## config.mk

```make
export PLATFORM = sky130hd
export DESIGN_NAME = sram_arbiter
export DESIGN_NICKNAME = d
export VERILOG_FILES = /design/src/rtl/sram_arbiter.sv
export SDC_FILE = /design/constraint.sdc
export NUM_CORES = 1
export LEC_CHECK = 0
export CAP_MARGIN = 25
export CORE_AREA = 10 10 156 115
export DETAILED_ROUTE_END_ITERATION = 10
export DIE_AREA = 0 0 166 125
export PLACE_DENSITY_LB_ADDON = 0.08
export SLEW_MARGIN = 40
export SYNTH_ARGS = -nofsm -noshare
export SYNTH_HDL_FRONTEND = slang
export SYNTH_SLANG_ARGS = --single-unit
```

## constraint.sdc

```tcl
create_clock -name clk -period 4.4 [get_ports clk]
set_input_delay 1.32 -clock clk [delete_from_list [all_inputs] [get_ports clk]]
set_output_delay 1.32 -clock clk [all_outputs]
set_load 0.1 [all_outputs]
```

## src/rtl/sram_arbiter.sv

```systemverilog
// Round-robin arbiter that shares one single-port SRAM between the IF and MEM ports.
// Each grant lasts LATENCY+2 cycles (grant, access, one-cycle ack); losers wait with stall_req high.
module sram_arbiter #(
  parameter int ADDR_W  = 32,
  parameter int DATA_W  = 32,
  parameter int LATENCY = 1
) (
  input  logic                clk,
  input  logic                rst,
  input  logic                if_req,
  input  logic [ADDR_W-1:0]   if_addr,
  output logic [DATA_W-1:0]   if_rdata,
  output logic                if_ack,
  input  logic                mem_req,
  input  logic                mem_we,
  input  logic [DATA_W/8-1:0] mem_sel,
  input  logic [ADDR_W-1:0]   mem_addr,
  input  logic [DATA_W-1:0]   mem_wdata,
  output logic [DATA_W-1:0]   mem_rdata,
  output logic                mem_ack,
  output logic                stall_req,
  output logic                sram_ce,
  output logic                sram_we,
  output logic [DATA_W/8-1:0] sram_sel,
  output logic [ADDR_W-1:0]   sram_addr,
  output logic [DATA_W-1:0]   sram_wdata,
  input  logic [DATA_W-1:0]   sram_rdata
);

  localparam int         SEL_W    = DATA_W / 8;
  localparam logic [3:0] LAT      = 4'(LATENCY);
  localparam logic [1:0] S_IDLE    = 2'd0;
  localparam logic [1:0] S_GNT_IF  = 2'd1;
  localparam logic [1:0] S_GNT_MEM = 2'd2;
  localparam logic [1:0] S_DONE    = 2'd3;

  logic [1:0]        r_state;
  logic [3:0]        r_cnt;
  logic              r_last_mem;
  logic [DATA_W-1:0] r_if_rdata;
  logic [DATA_W-1:0] r_mem_rdata;
  logic              r_if_ack;
  logic              r_mem_ack;
  logic              r_ce;
  logic              r_we;
  logic [SEL_W-1:0]  r_sel;
  logic [ADDR_W-1:0] r_addr;
  logic [DATA_W-1:0] r_wdata;
  logic              w_pick_mem;

  // On a conflict the port that did not win last time gets the SRAM.
  assign w_pick_mem = mem_req & (~if_req | ~r_last_mem);

  always_ff @(posedge clk or negedge rst) begin
    if (!rst) begin
      r_state     <= S_IDLE;
      r_cnt       <= '0;
      r_last_mem  <= 1'b0;
      r_if_rdata  <= '0;
      r_mem_rdata <= '0;
      r_if_ack    <= 1'b0;
      r_mem_ack   <= 1'b0;
      r_ce        <= 1'b0;
      r_we        <= 1'b0;
      r_sel       <= '0;
      r_addr      <= '0;
      r_wdata     <= '0;
    end else begin
      r_if_ack  <= 1'b0;
      r_mem_ack <= 1'b0;
      case (r_state)
        S_IDLE: begin
          if (if_req || mem_req) begin
            r_ce       <= 1'b1;
            r_cnt      <= LAT;
            r_last_mem <= w_pick_mem;
            if (w_pick_mem) begin
              r_state <= S_GNT_MEM;
              r_we    <= mem_we;
              r_sel   <= mem_sel;
              r_addr  <= mem_addr;
              r_wdata <= mem_wdata;
            end else begin
              r_state <= S_GNT_IF;
              r_we    <= 1'b0;
              r_sel   <= '1;
              r_addr  <= if_addr;
              r_wdata <= '0;
            end
          end
        end
        S_GNT_IF, S_GNT_MEM: begin
          r_cnt <= r_cnt - 4'd1;
          // Last access cycle: data is valid now, so capture it and raise ack for DONE.
          if (r_cnt == 4'd1) begin
            r_state <= S_DONE;
            r_ce    <= 1'b0;
            r_we    <= 1'b0;
            if (r_state == S_GNT_IF) begin
              r_if_ack   <= 1'b1;
              r_if_rdata <= sram_rdata;
            end else begin
              r_mem_ack <= 1'b1;
              if (!r_we) r_mem_rdata <= sram_rdata;
            end
          end
        end
        S_DONE:  r_state <= S_IDLE;
        default: r_state <= S_IDLE;
      endcase
    end
  end

  assign if_rdata   = r_if_rdata;
  assign mem_rdata  = r_mem_rdata;
  assign if_ack     = r_if_ack;
  assign mem_ack    = r_mem_ack;
  assign sram_ce    = r_ce;
  assign sram_we    = r_we;
  assign sram_sel   = r_sel;
  assign sram_addr  = r_addr;
  assign sram_wdata = r_wdata;
  assign stall_req  = (if_req & ~r_if_ack) | (mem_req & ~r_mem_ack);

endmodule

```

# Word level (Yosys, flattened, before mapping)
# Cells that the tools add are included.
word_totals:
  regBits: 143
  inputBits: 137
  output_inout_bits: 137
  word_cells: 61
op_classes:
  add_sub_neg: 1
  n_eq_ne: 6
  muxes: 21
  bitwise: 11
  reduce_logical: 10
ops:
  columns: ["operator", "n"]
  rows:
  - ["two-way mux 32 bit", 2]
  - ["two-way mux 1 bit", 10]
  - ["two-way mux 4 bit", 2]
  - ["case mux 4 bit (2 select lines)", 1]
  - ["two-way mux 2 bit", 3]
  - ["NOT 1 bit", 6]
  - ["case mux 2 bit (3 select lines)", 1]
  - ["AND reduction 2 bit", 3]
  - ["AND reduction 3 bit", 2]
  - ["== test 2 bit, second input constant", 2]
  - ["== test 4 x 1 -> 1 bit, second input constant", 1]
  - ["inequality test 2 bit, second input constant", 2]
  - ["case mux 1 bit (2 select lines)", 2]
  - ["AND reduction 4 bit", 1]
  - ["subtractor 4 x 1 -> 4 bit, second input constant", 1]
  - ["AND 1 bit", 3]
  - ["== test 2 x 1 -> 1 bit, second input constant", 1]
  - ["zero test 2 bit", 1]
  - ["OR 1 bit", 2]
  - ["nonzero test 2 bit", 1]
  - ["OR reduction 2 bit", 1]
  - ["logical OR 1 bit", 1]

# Depth between registers and ports, before layout
depth:
  ltp_word: 6
  mapped_depth: 8
  mapped_depth_nobuf: 5

# Worst setup path after synthesis
# No wires, ideal clock.
synth_timing:
  kind: "input port to output port"
  start: "input port mem_req"
  end: "output port stall_req"
  t_arrival_ns: 2.826
  t_required_ns: 3.080
  path_slack_ns: 0.254
  path_stages: 2
  path_buffers: 0
  path_cell_list: "inv_1 -> o22ai_1"
synth_between:
  elab_chain_cells: 2
synth_lines:
  columns: ["item", "line", "text"]
  rows:
  - ["start, declared", "14", "input logic mem_req,"]
  - ["AND 1 bit", "123", "assign stall_req = (if_req & ~r_if_ack) | (mem_req & ~r_mem_ack);"]
  - ["OR 1 bit", "123", null]
  - ["end, declared", "21", "output logic stall_req,"]
# Every way passes these cells.

# Final worst setup path
layout_timing:
  start: "input port if_req"
  end: "output port stall_req"
layout_between:
  elab_chain_cells: 2
layout_lines:
  columns: ["item", "line", "text"]
  rows:
  - ["start, declared", "10", "input logic if_req,"]
  - ["AND 1 bit", "123", null]
  - ["OR 1 bit", "123", null]
# Every way passes these cells.

==> results_dict.tcl <==
set metrics [dict create \
    cts_tree "built" \
    coreArea_mm2 0.0151 \
    synth_edf_count 0 \
    netlist_instances 425 \
    grt-ovfl-total 0 \
    clockBufferDepth 2 \
    top_level_ports 274 \
    fp-row-count 38 \
    synth_nets 568 \
    grt_pass1_vias 4623 \
    h-tree-depth 4 \
    hpwlAfterDp_mm 13.1 \
    crit_path_end_kind "primary output" \
    drive_above_1_share_pct 34.7 \
    slowest_delay_ns 0.65 \
    critPathArrivalTime_ns 2.52 \
    port_buffers 273 \
    viasPerCell 4.79 \
    fmax_ghz 0.260 \
    cpMaxStageDelayCell "clkdlybuf4s50_1" \
    setup_violations 0 \
    clk_latency_ns 0.42 \
    fin_crit_ns 3.84 \
    setup_tns_ns 0 \
    crit_path_max_fanout 5 \
    period_share_pct 87.3 \
    die_width_um 166 \
    ys_async_sr_fraction_pct 100 \
    cts-root-buf "clkbuf_16" \
    regArea_mm2 0.00358 \
    synth-main-ff-cell "dfrtp_1" \
    die_h_um 125 \
    antenna_found_initial 0 \
    status "finished, final reports clean" \
    syn-mean-instance-area_um2 13.8 \
    crit_required_ns 3.08 \
    drc 0 \
    multi_input_area_mm2 0.00211 \
    layout.nets 839 \
    wl_per_cell_um 19.3 \
    cts_resized 0 \
    cts_made_buffers 17 \
    crit_chain "clkdlybuf4s50_1 -> inv_1 -> o22ai_1 -> buf_12" \
    hold_viol 0 \
    synth-seq-cells 143 \
    tightest_slew_ns 0.708 \
    drt-pass1-iter-count 4 \
    cp-start-kind "primary input" \
    syn-cell-area_mm2 0.00589 \
    synthDistinctLibCells 41 \
    cts.sinks 143 \
    clock_skew_ns 0.0133 \
    antenna-diode-count 0 \
    grt_max_degree 100 \
    drt_iter0_drc 202 \
    syn2layout_area_growth_pct 49.0 \
    cts_setup_buffers 0 \
    grt_first_pass_wirelength_mm 27.4 \
    critPathKind "primary input to primary output" \
    yosysSeqAreaShare_pct 60.8 \
    yosys_warnings 0 \
    maxSlewViolCount 0 \
    hp-class "flip-flop to flip-flop" \
    wl_mm 17.5 \
    route.vias.total 4356 \
    die_area_mm2 0.0208 \
    antenna_left 0 \
    reg2regPathDepth 5 \
    fill_cells 1275 \
    grt_usage_pct 16.6 \
    ctsHoldBuffers 0 \
    start_util_pct 39.1 \
    globalplace.congestion 0.767 \
    relSlewSlack_pct 52.7 \
    path_clk_slew_ns 0.06 \
    holdPathStages 2 \
    rsz0062_at_grt "no" \
    cap_violations 0 \
]
==> worst max-delay path: cells and delay by family <==
family,cells,cell delay (ns)
buffers and inverters,3,0.93
AO/OA/AOI/OAI,1,0.26
==> cell families (layout without fill, tap and decap cells) <==
family | after synthesis | count (layout) | share of synthesized area [%]
compound gates | 85 | 85 | 10.1
mux | 96 | 96 | 19.6
flops | 143 | 143 | 60.8
fa+ha+maj | 6 | 6 | 1.28
buf+inv | 39 | 323 | 3.76
simple gates | 56 | 56 | 4.49
==> layout by cell type (no fill, tap or decap), types with 2 or more instances in the layout <==
cell type / netlist / final
a21oi_1: 2 / 2
a221oi_1: 2 / 2
a22o_1: 32 / 32
and2_1: 2 / 2
and3_1: 2 / 2
buf_12: 3 / 3
buf_2: 7 / 136
buf_4: 0 / 3
buf_6: 1 / 2
bufinv_16: 0 / 3
clkbuf_16: 0 / 17
clkdlybuf4s50_1: 0 / 135
clkinv_4: 0 / 4
clkinvlp_4: 0 / 2
dfrtp_1: 143 / 143
ha_1: 6 / 6
inv_1: 11 / 11
inv_6: 0 / 4
mux2_1: 3 / 3
mux2_2: 31 / 31
mux2_4: 30 / 30
mux2i_1: 32 / 32
nand2_1: 36 / 36
nand2b_1: 2 / 2
nor2_1: 4 / 4
nor3b_1: 2 / 2
o21ai_0: 34 / 34
o22a_1: 4 / 4
o22ai_1: 2 / 2
o31ai_1: 2 / 2
==> layout make-up <==
cell class / instances / share of cell area [%]
Tap cell: 200 / 2.85
Clock inverter: 14 / 2.06
Clock buffer: 18 / 5.01
Timing Repair Buffer: 280 / 24.7
Multi-Input combinational cell: 243 / 24.1
Sequential cell: 143 / 40.8
Inverter: 11 / 0.471
==> layer usage <==
metal	wire length (µm)	global-route usage, %
met1	7620	20.8
met2	8110	25.3
met3	1580	7.61
met4	205	4.83
met5	0	0
==> per-stage QoR <==
| stage | setup WS (ns) | utilization, % | cells | instance area, µm² | hold WS [ns] |
|---|---|---|---|---|---|
| 4_1_cts | 0.567 | 58.0 | 908 | 8740 | 0.479 |
| 6_report | 0.558 | 58.2 | 909 | 8770 | 0.471 |
| 3_3_place_gp | 0.568 | 58.3 | 876 | 8790 | 0.461 |
| 5_1_grt | 0.500 | 58.2 | 909 | 8770 | 0.506 |
| 2_1_floorplan | 0.254 | - | 425 | 5890 | 0.442 |
| 3_5_place_dp | 0.572 | 53.9 | 876 | 8120 | 0.465 |
==> Yosys cell counts, types with 2 or more instances <==
| cell type | instances | area [µm²] |
|---|---|---|
| dfrtp_1 | 143 | 3580 |
| mux2i_1 | 32 | 320 |
| nand2_1 | 36 | 135 |
| mux2_2 | 31 | 349 |
| and3_1 | 2 | 12.5 |
| o21ai_0 | 34 | 170 |
| mux2_1 | 3 | 33.8 |
| o31ai_1 | 2 | 15.0 |
| a221oi_1 | 2 | 17.5 |
| o22a_1 | 4 | 35.0 |
| nand2b_1 | 2 | 12.5 |
| a21oi_1 | 2 | 10.0 |
| buf_2 | 7 | 35.0 |
| buf_12 | 3 | 60.1 |
| nor2_1 | 4 | 15.0 |
| and2_1 | 2 | 12.5 |
| clkbuf_1 | 15 | 56.3 |
| nor3b_1 | 2 | 15.0 |
| o22ai_1 | 2 | 12.5 |
| ha_1 | 6 | 75.1 |
| inv_1 | 11 | 41.3 |
| a22o_1 | 32 | 280 |
| mux2_4 | 30 | 450 |
==> worst paths after layout <==
path                                from       endpoint  slack (ns)
max in group asynchronous            rst   sram_addr[9]        3.04
hold reg to reg            sram_addr[17]  sram_addr[17]        0.47
min in group asynchronous            rst    if_rdata[7]        0.73
setup / recovery                  if_req      stall_req        0.56
setup reg to reg              r_state[0]  mem_rdata[13]        1.98
hold / removal             sram_addr[17]  sram_addr[17]        0.47
==> state kept, by name, summed over array words and instances (netlist names) <==
register	count
if_rdata	32
mem_rdata	32
sram_addr	32
sram_wdata	32
r_cnt	4
sram_sel	4
r_state	2
if_ack	1
mem_ack	1
r_last_mem	1
sram_ce	1
sram_we	1
Power is not shown: default switching activity piles up to over one toggle a cycle in this logic, so the estimate is an artifact.
